===== config.mk =====
export PLATFORM = sky130hd
export DESIGN_NAME = mac_stream
export DESIGN_NICKNAME = d
export VERILOG_FILES = /design/src/rtl/mac_stream.sv
export SDC_FILE = /design/constraint.sdc
export NUM_CORES = 1
export LEC_CHECK = 0
export CAP_MARGIN = 40
export CORE_MARGIN = 2
export CORE_UTILIZATION = 44
export DETAILED_ROUTE_END_ITERATION = 12
export GPL_TIMING_DRIVEN = 0
export PLACE_DENSITY = 0.62
export SYNTH_ARGS = -nofsm -noshare
export SYNTH_HDL_FRONTEND = slang
export SYNTH_SLANG_ARGS = --single-unit

===== constraint.sdc =====
create_clock -name clk -period 6.2 [get_ports clk]
set_input_delay 1.24 -clock clk [delete_from_list [all_inputs] [get_ports clk]]
set_output_delay 1.24 -clock clk [all_outputs]
set_load 0.01 [all_outputs]

===== src/rtl/mac_stream.sv =====
// -----------------------------------------------------------------------------
// mac_stream
// Streaming fixed-point multiply-accumulate. Each frame consumes N_TAPS
// data/weight pairs, adds a bias (sampled with the first tap), then presents
// one saturated (optionally ReLU-clamped) result until the consumer takes it.
//
// Ports
//   clk        : clock, all state changes on the rising edge
//   rst_n      : asynchronous active-low reset
//   clr        : synchronous frame abort, highest priority
//   relu_en    : clamp negative results to zero (sampled with first tap)
//   in_valid   : tap valid
//   in_ready   : block can accept a tap (ACC state)
//   d, w       : data sample and weight, signed Q(DW-FRAC).FRAC
//   b          : bias, same format (sampled with first tap)
//   out_valid  : result valid (HOLD state)
//   out_ready  : consumer accepts the result
//   res        : saturated result, same format as the operands
//   tap_cnt    : taps accepted in the current frame
// -----------------------------------------------------------------------------
module mac_stream #(
  parameter int unsigned DW     = 16,
  parameter int unsigned FRAC   = 8,
  parameter int unsigned N_TAPS = 9
) (
  input  logic                          clk,
  input  logic                          rst_n,
  input  logic                          clr,
  input  logic                          relu_en,
  input  logic                          in_valid,
  output logic                          in_ready,
  input  logic [DW-1:0]                 d,
  input  logic [DW-1:0]                 w,
  input  logic [DW-1:0]                 b,
  output logic                          out_valid,
  input  logic                          out_ready,
  output logic [DW-1:0]                 res,
  output logic [$clog2(N_TAPS+1)-1:0]   tap_cnt
);

  localparam int unsigned PW = 2 * DW;
  localparam int unsigned CW = $clog2(N_TAPS + 1);
  localparam int unsigned AW = PW + CW;

  typedef enum logic {
    ACC  = 1'b0,
    HOLD = 1'b1
  } state_e;

  state_e                state_q, state_d;
  logic [CW-1:0]         cnt_q, cnt_d;
  logic signed [AW-1:0]  acc_q, acc_d;
  logic                  relu_q, relu_d;
  logic [DW-1:0]         res_q, res_d;
  logic                  in_ready_q, in_ready_d;
  logic                  out_valid_q, out_valid_d;
  logic                  armed_q;

  logic                  accept;
  logic                  first_tap;
  logic                  last_tap;
  logic                  relu_eff;
  logic signed [PW-1:0]  prod;
  logic signed [AW-1:0]  bias_ext;
  logic signed [AW-1:0]  acc_nxt;
  logic signed [AW-1:0]  acc_sh;
  logic signed [AW-1:0]  sat_max;
  logic signed [AW-1:0]  sat_min;
  logic [DW-1:0]         res_new;

  // Datapath: full-width product, bias alignment, running sum, final scaling.
  always_comb begin
    prod     = $signed(d) * $signed(w);
    bias_ext = AW'($signed(b)) <<< FRAC;
    acc_nxt  = (first_tap ? bias_ext : acc_q) + AW'(prod);
    acc_sh   = acc_nxt >>> FRAC;

    sat_max          = '0;
    sat_max[DW-2:0]  = '1;
    sat_min          = '1;
    sat_min[DW-2:0]  = '0;

    if (relu_eff && acc_sh < 0) begin
      res_new = '0;
    end else if (acc_sh > sat_max) begin
      res_new = DW'(sat_max);
    end else if (acc_sh < sat_min) begin
      res_new = DW'(sat_min);
    end else begin
      res_new = DW'(acc_sh);
    end
  end

  // armed_q blocks tap acceptance on the reset-release edge.
  assign accept    = in_valid && in_ready_q && armed_q;
  assign first_tap = (cnt_q == '0);
  assign last_tap  = (cnt_q == CW'(N_TAPS - 1));
  // With a single-tap frame the ReLU control must come straight from the port.
  assign relu_eff  = first_tap ? relu_en : relu_q;

  // Next-state and output logic.
  always_comb begin
    state_d     = state_q;
    cnt_d       = cnt_q;
    acc_d       = acc_q;
    relu_d      = relu_q;
    res_d       = res_q;
    in_ready_d  = in_ready_q;
    out_valid_d = out_valid_q;

    if (clr) begin
      state_d     = ACC;
      cnt_d       = '0;
      in_ready_d  = 1'b1;
      out_valid_d = 1'b0;
    end else begin
      unique case (state_q)
        ACC: begin
          if (accept) begin
            acc_d = acc_nxt;
            cnt_d = cnt_q + CW'(1);
            if (first_tap) begin
              relu_d = relu_en;
            end
            if (last_tap) begin
              state_d     = HOLD;
              res_d       = res_new;
              in_ready_d  = 1'b0;
              out_valid_d = 1'b1;
            end
          end
        end
        HOLD: begin
          if (out_ready) begin
            state_d     = ACC;
            cnt_d       = '0;
            in_ready_d  = 1'b1;
            out_valid_d = 1'b0;
          end
        end
        default: begin
          state_d     = ACC;
          cnt_d       = '0;
          in_ready_d  = 1'b1;
          out_valid_d = 1'b0;
        end
      endcase
    end
  end

  // Control and result registers.
  always_ff @(posedge clk or negedge rst_n) begin
    if (!rst_n) begin
      state_q     <= ACC;
      cnt_q       <= '0;
      relu_q      <= 1'b0;
      res_q       <= '0;
      in_ready_q  <= 1'b1;
      out_valid_q <= 1'b0;
      armed_q     <= 1'b0;
    end else begin
      state_q     <= state_d;
      cnt_q       <= cnt_d;
      relu_q      <= relu_d;
      res_q       <= res_d;
      in_ready_q  <= in_ready_d;
      out_valid_q <= out_valid_d;
      armed_q     <= 1'b1;
    end
  end

  // Accumulator needs no reset: the first tap of every frame overwrites it,
  // and the bias is folded in at that point.
  always_ff @(posedge clk) begin
    acc_q <= acc_d;
  end

  assign in_ready  = in_ready_q;
  assign out_valid = out_valid_q;
  assign res       = res_q;
  assign tap_cnt   = cnt_q;

endmodule


==> results.md, run 1 <==
* EDFF count, synth at 36
* Largest net degree at the start of global routing at 21
* Delay-heaviest family, CP: adder cells
* Via/cell ratio at around 5.0
* CP startpoint kind: input port
* Syn_nets at approximately 2000
* Initial Utilization at between 40% and 50%
* Total Wirelength at between 40 and 50 mm
* Die Y at 186.5 um
* Tcrit/Tclk final at 121.7%
* Hold_buf cts at 0
* Fmax at about 130 MHz
* Dpl hpwl at around 33 mm
* CP max stage cell: fa_2
* DR WL met2 at between 15 and 20 mm
* Routed WL per cell at around 19 um
* Register Area at roughly 1700 um2
* Clock-pin slew on the worst setup and hold paths at around 50 ps
* Top cells by area, synth: fa_1 (43%), inv_1 (9.4%), ha_1 (9.3%)
* Hold WS at between 400 and 500 ps
* Final setup fails at 35
* Worst Tran Pin Value at around 820 ps
* Worst Path Max Fanout at 5
* Die Area at between 30000 and 40000 um2
* Clock buffer depth at 2
* Most common cell in the synthesized netlist: inv_1
* Vias in the first global route at about 12000
* Post-synth cell types at between 70 and 80
* Num ports at 76
* Initial antenna violation count at 0
* Root Buffer: clkbuf_16
* Worst clock skew at around 11 ps
* Diode count at 0
* Crit path required time at 6400 ps
* Global route overflow at 0
* Async SR Flop Fraction at 40.98%
* Die width at around 190 um
* Commonest cells in the netlist: inv_1 (367), fa_1 (314), nand2_1 (193), and2_1 (132), ha_1 (109)
* Row Count at 66
* Synth warn at 0
* Worst Setup End Kind: flip-flop
* Final nets at 2233
* Max cap viols at 0
* Total track usage at 24.73%
* Multi-input logic area at roughly 13000 um2
* CTS H-tree lvls at 3
* Top FF cell, synth: edfxtp_1
* Critical path buffers and inverters at 9
* Max layer used: met4
* Filler Cells Inserted at ~2700
* Layout cells sized above 1 at 29.19%
* First-pass GRT wire length at 67.12 mm
* Clk sink count at 61
* Failing checks: negative setup slack
* Layout area overhead at 34.02%
* Setup CP Type: input port to flip-flop
* Util after Layout at 60.18%
* TritonCTS clock tree: built
* Synthesized instance count at about 1500
* Worst rel slew slack at a little under half
* Via count of the routed design at between 10000 and 15000
* Pre-antenna DRT Iters at 5
* Port Buffer Count at between 70 and 80
* RSZ-0062 raised after global routing: yes
* Outcome: finished, violations left
* Worst setup margin at -1345 ps
* CTS buffer count at 9
* Final min period at ~7500 ps
* Post-synth top area share at 42.91%
* Clk_lat worst skew at about 340 ps
* Part of the Yosys area used for sequential elements at between 10% and 20%
* Syn_area_per_cell at between 9 and 10 um2
* HP Class: flip-flop to flip-flop
* Core area at 32620 um2
* GPL Wtd Cong at approximately 0.89
* Data arrival, critical path at around 7800 ps
* Final Hold Viols at 0
* DR iter-0 viols at 741
* Post-DRT Antenna Nets at 0
* Met3 wire len at ~2.4 mm
* Drt drc at 0
* Slew Limit Fails at 0
* Synth area leader: fa_1
* WL met1 at ~19 mm
* Yosys reg bits at 61
* Crit path largest cell delay at 560 ps
* Synthesized area at roughly 15000 um2
worst min-delay path, cell delays in order (launching register included):
cell,delay (ps)
dfstp_2,380
inv_1,50
a21oi_1,50
final cells by class:
type	count	share of cell area, %
plain buffers	49	4.085
clock buffers	12	1.415
clock inverters	4	0.1402
inverters	367	7.068
multi-input cells	1036	64.14
flip-flops and latches	61	8.700
well taps	442	2.817
repair buffers	232	11.63
metrics by stage:
step	instance area (um2)	setup WS (ps)	setup TNS (ps)	instances
final	19630	-1345	-28160	2203
after global placement	16390	-2819	-90750	2032
after detailed placement	16450	-2869	-82820	2037
after global routing	19630	-1494	-32890	2203
after CTS	18540	-1189	-23820	2144
after floorplan	15080	-1194	-20610	1515
sequential cells by signal, summed over array words and instances, names as in the netlist:
signal     flops
acc_q         36
armed_q        1
in_ready       1
out_valid      1
relu_q         1
res           16
state_q        1
tap_cnt        4
logic make-up (layout without fill, tap and decap cells):
logic type | Yosys count | in the layout | share of synthesized area, %
buffers and inverters | 418 | 664 | 11.10
multiplexers | 3 | 3 | 0.2221
XOR/XNOR | 35 | 35 | 2.195
adder cells (fa/ha/maj) | 423 | 423 | 52.23
flip-flops | 61 | 61 | 11.66
AND/OR/NAND/NOR | 444 | 444 | 15.13
other | 1 | 1 | 0.02560
AO/OA/AOI/OAI | 130 | 130 | 7.440
repair_timing:
item / CTS / global route
setup buffers: 88 / 64
gates cloned: 4 / 0
resized for setup: 410 / 166
pin swaps: 111 / 108
endpoints found under the setup margin: 44 / 41
routing by layer:
metal | vias to the layer above | GRT usage [%]
li1 | 5018 | -
met1 | 5571 | 36.04
met2 | 371 | 39.68
met3 | 54 | 3.160
met4 | 0 | 5.556
met5 | - | 0
placed cells by master (no fill, tap or decap), drive strengths merged, types with 5 or more instances in the layout:
cell and n:
a211oi 8, a21o 20, a21oi 28, and2 136
buf 200, clkbuf 48, clkdlybuf4s50 43, dfrtp 24
edfxtp 36, fa 314, ha 109, inv 367
nand2 193, nand2b 8, nand3 13, nor2 45
nor2b 20, nor3 8, o21a 5, o21ai 17
o22ai 18, xnor2 26, xor2 9
final timing paths:
check	startpoint	to	slack, ps	depth (start not counted)
hold reg to reg	in_ready$_DFFE_PN1P_	in_ready$_DFFE_PN1P_	480	2
setup / recovery	d[14]	res[13]$_DFFE_PN0P_	-1340	27
hold / removal	in_ready$_DFFE_PN1P_	in_ready$_DFFE_PN1P_	480	2
min in group asynchronous	rst_n	res[15]$_DFFE_PN0P_	1280	1
max in group asynchronous	rst_n	in_ready$_DFFE_PN1P_	4330	2
setup reg to reg	tap_cnt[0]$_DFFE_PN0P_	res[13]$_DFFE_PN0P_	-1140	29
Power of run 1 is not shown: default switching activity piles up to over one toggle a cycle in this logic, so the estimate is an artifact.
==> run 2, diff against run 1 <==
--- a/config.mk
+++ b/config.mk
@@ -6,8 +6,10 @@
 export NUM_CORES = 1
 export LEC_CHECK = 0
 export CAP_MARGIN = 40
+export CORE_ASPECT_RATIO = 1.4
 export CORE_MARGIN = 2
 export CORE_UTILIZATION = 44
+export CTS_CLUSTER_SIZE = 24
 export DETAILED_ROUTE_END_ITERATION = 12
 export GPL_TIMING_DRIVEN = 0
 export PLACE_DENSITY = 0.62
==> run 2 against run 1 <==
Compared with the run above:
- highest routed layer unchanged
- worst setup slack got worse by 1.0 ps
- critical path depth unchanged
- die area about the same
- routed wire length shrank 3.7%
- cell count down 1.6%
- maximum frequency about the same
- the run still ends with negative setup slack left
- clock skew shrank 3.3 ps
- flip-flop and latch count did not move
==> results.md, run 2 (synthesis results as in run 1) <==
* Core area at 33010 um2
* Max layer used: met4
* Met3 wire len at around 1.5 mm
* Failing checks: negative setup slack
* Layout area overhead at 29.15%
* CTS H-tree lvls at 3
* Max cap viols at 0
* Dpl cell area at around 16000 um2
* Via count of the routed design at roughly 11000
* Die Y at between 200 and 250 um
* Crit path required time at between 6000 and 7000 ps
* Layout cells sized above 1 at approximately a quarter
* Max reg flops at 36
* Clock buffer depth at 2
* Data arrival, critical path at 7760 ps
* Fmax at roughly 130 MHz
* Delay-heaviest family, CP: adder cells
* DR iter-0 viols at a little over 600
* Largest net degree at the start of global routing at 20
* Final Hold Viols at 0
* Diode count at 0
* DR WL met2 at around 21 mm
* Worst Path Max Fanout at 7
* Top reg by flops: acc_q
* Outcome: finished, violations left
* Most common cell after layout, fill and taps aside: inv_1
* HP Class: flip-flop to flip-flop
* First-pass GRT wire length at 67.23 mm
* Num ports at 76
* Critical path buffers and inverters at 9
* Final setup fails at 38
* Worst setup margin at -1346 ps
* Die width at between 150 and 200 um
* Vias in the first global route at 12346
* CP max stage cell: fa_2
* CTS buffer count at 9
* Hold_buf cts at 0
* Post-route design area at approximately 19000 um2
* Pre-antenna DRT Iters at 5
* Clk_lat worst skew at between 300 and 400 ps
* Row Count at between 70 and 80
* Dpl ws at -2914 ps
* Post-DRT Antenna Nets at 0
* Most frequent cells in the layout: inv_1 (335), fa_1 (291), nand2_1 (180)
* Initial Utilization at 44.37%
* Dpl hpwl at 32.80 mm
* Final min period at 7546 ps
* TritonCTS clock tree: built
* Final nets at between 2000 and 2500
* Worst Setup End Kind: flip-flop
* GPL Wtd Cong at 0.8901
* RSZ-0062 raised after global routing: yes
* Clk sink count at slightly above 60
* Initial antenna violation count at 0
* Root Buffer: clkbuf_16
* Global route overflow at 0
* Drt drc at 0
* Worst clock skew at 7.831 ps
* Worst Tran Pin Value at between 700 and 800 ps
* Worst rel slew slack at 48.88%
* Die Area at about 35000 um2
* CP startpoint kind: input port
* Slew Limit Fails at 0
* Via/cell ratio at roughly 5
* WL met1 at about 16 mm
* Total Wirelength at slightly above 40 mm
* Clock-pin slew on the worst setup and hold paths at 60 ps
* Routed WL per cell at 18.71 um
* Setup CP Type: input port to flip-flop
* Crit path largest cell delay at around 560 ps
* Tcrit/Tclk final at 121.7%
* Total track usage at 25.40%
* Port Buffer Count at between 70 and 80
==> run 2: cell types whose count changed in the layout (fill, tap and decap cells not counted), moves of 5 or more <==
cell and delta:
buf_4 -27, clkbuf_8 +6, buf_8 -14, fa_1 +9, inv_2 -6, fa_2 -9
nand2_1 +13, ha_1 +6, nand2_4 -9, inv_1 +6, a21oi_1 +5
==> run 2: per-stage QoR <==
stage / instances / TNS (ps) / hold slack [ps] / util, %
after detailed placement: 2040 / -83710 / 463.9 / 49.81
after CTS: 2155 / -23350 / 489.5 / 56.51
after global placement: 2035 / -92370 / 473.4 / 49.65
final: 2168 / -27690 / 480.5 / 57.30
after global routing: 2168 / -33790 / 506.2 / 57.30
after floorplan: 1515 / -20610 / 474.8 / -
==> run 2: final timing paths <==
kind	slack [ps]	endpoint	cells past startpoint	from
min reg2reg	480	out_valid$_DFFE_PN0P_	2	out_valid$_DFFE_PN0P_
min	480	out_valid$_DFFE_PN0P_	2	out_valid$_DFFE_PN0P_
max	-1350	res[4]$_DFFE_PN0P_	27	d[12]
min in group asynchronous	1360	res[5]$_DFFE_PN0P_	1	rst_n
max in group asynchronous	4210	in_ready$_DFFE_PN1P_	2	rst_n
max reg2reg	-1030	res[4]$_DFFE_PN0P_	29	tap_cnt[0]$_DFFE_PN0P_
==> run 2: repair_timing <==
item / 4_1_cts / 5_1_grt
gates resized for setup: 407 / 48
setup endpoints to repair: 44 / 41
cloned: 5 / 0
buffers inserted: 95 / 16
pin swaps: 101 / 50
==> run 2: layer usage <==
| layer | up-vias | global-route usage (%) |
|---|---|---|
| met5 | - | 0 |
| met4 | 0 | 11.20 |
| met3 | 111 | 2.340 |
| met2 | 308 | 44.64 |
| met1 | 5492 | 31.70 |
| li1 | 4952 | - |
==> run 2: cell type report <==
| type | instances | area (um2) |
|---|---|---|
| Timing Repair Buffer | 193 | 1916 |
| Clock buffer | 11 | 275.3 |
| Inverter | 367 | 1388 |
| Sequential cell | 61 | 1708 |
| Multi-Input combinational cell | 1036 | 12240 |
| Clock inverter | 5 | 61.31 |
| Tap cell | 445 | 556.8 |
| Buffer | 50 | 775.7 |
| Fill cell | 2881 | 14100 |
==> run 2: worst min-delay path: cells and delay by family, from the launching register on <==
family / cells / cell delay, ps
flops: 1 / 340
simple gates: 2 / 110
Power of run 2 is left out for the same reason.
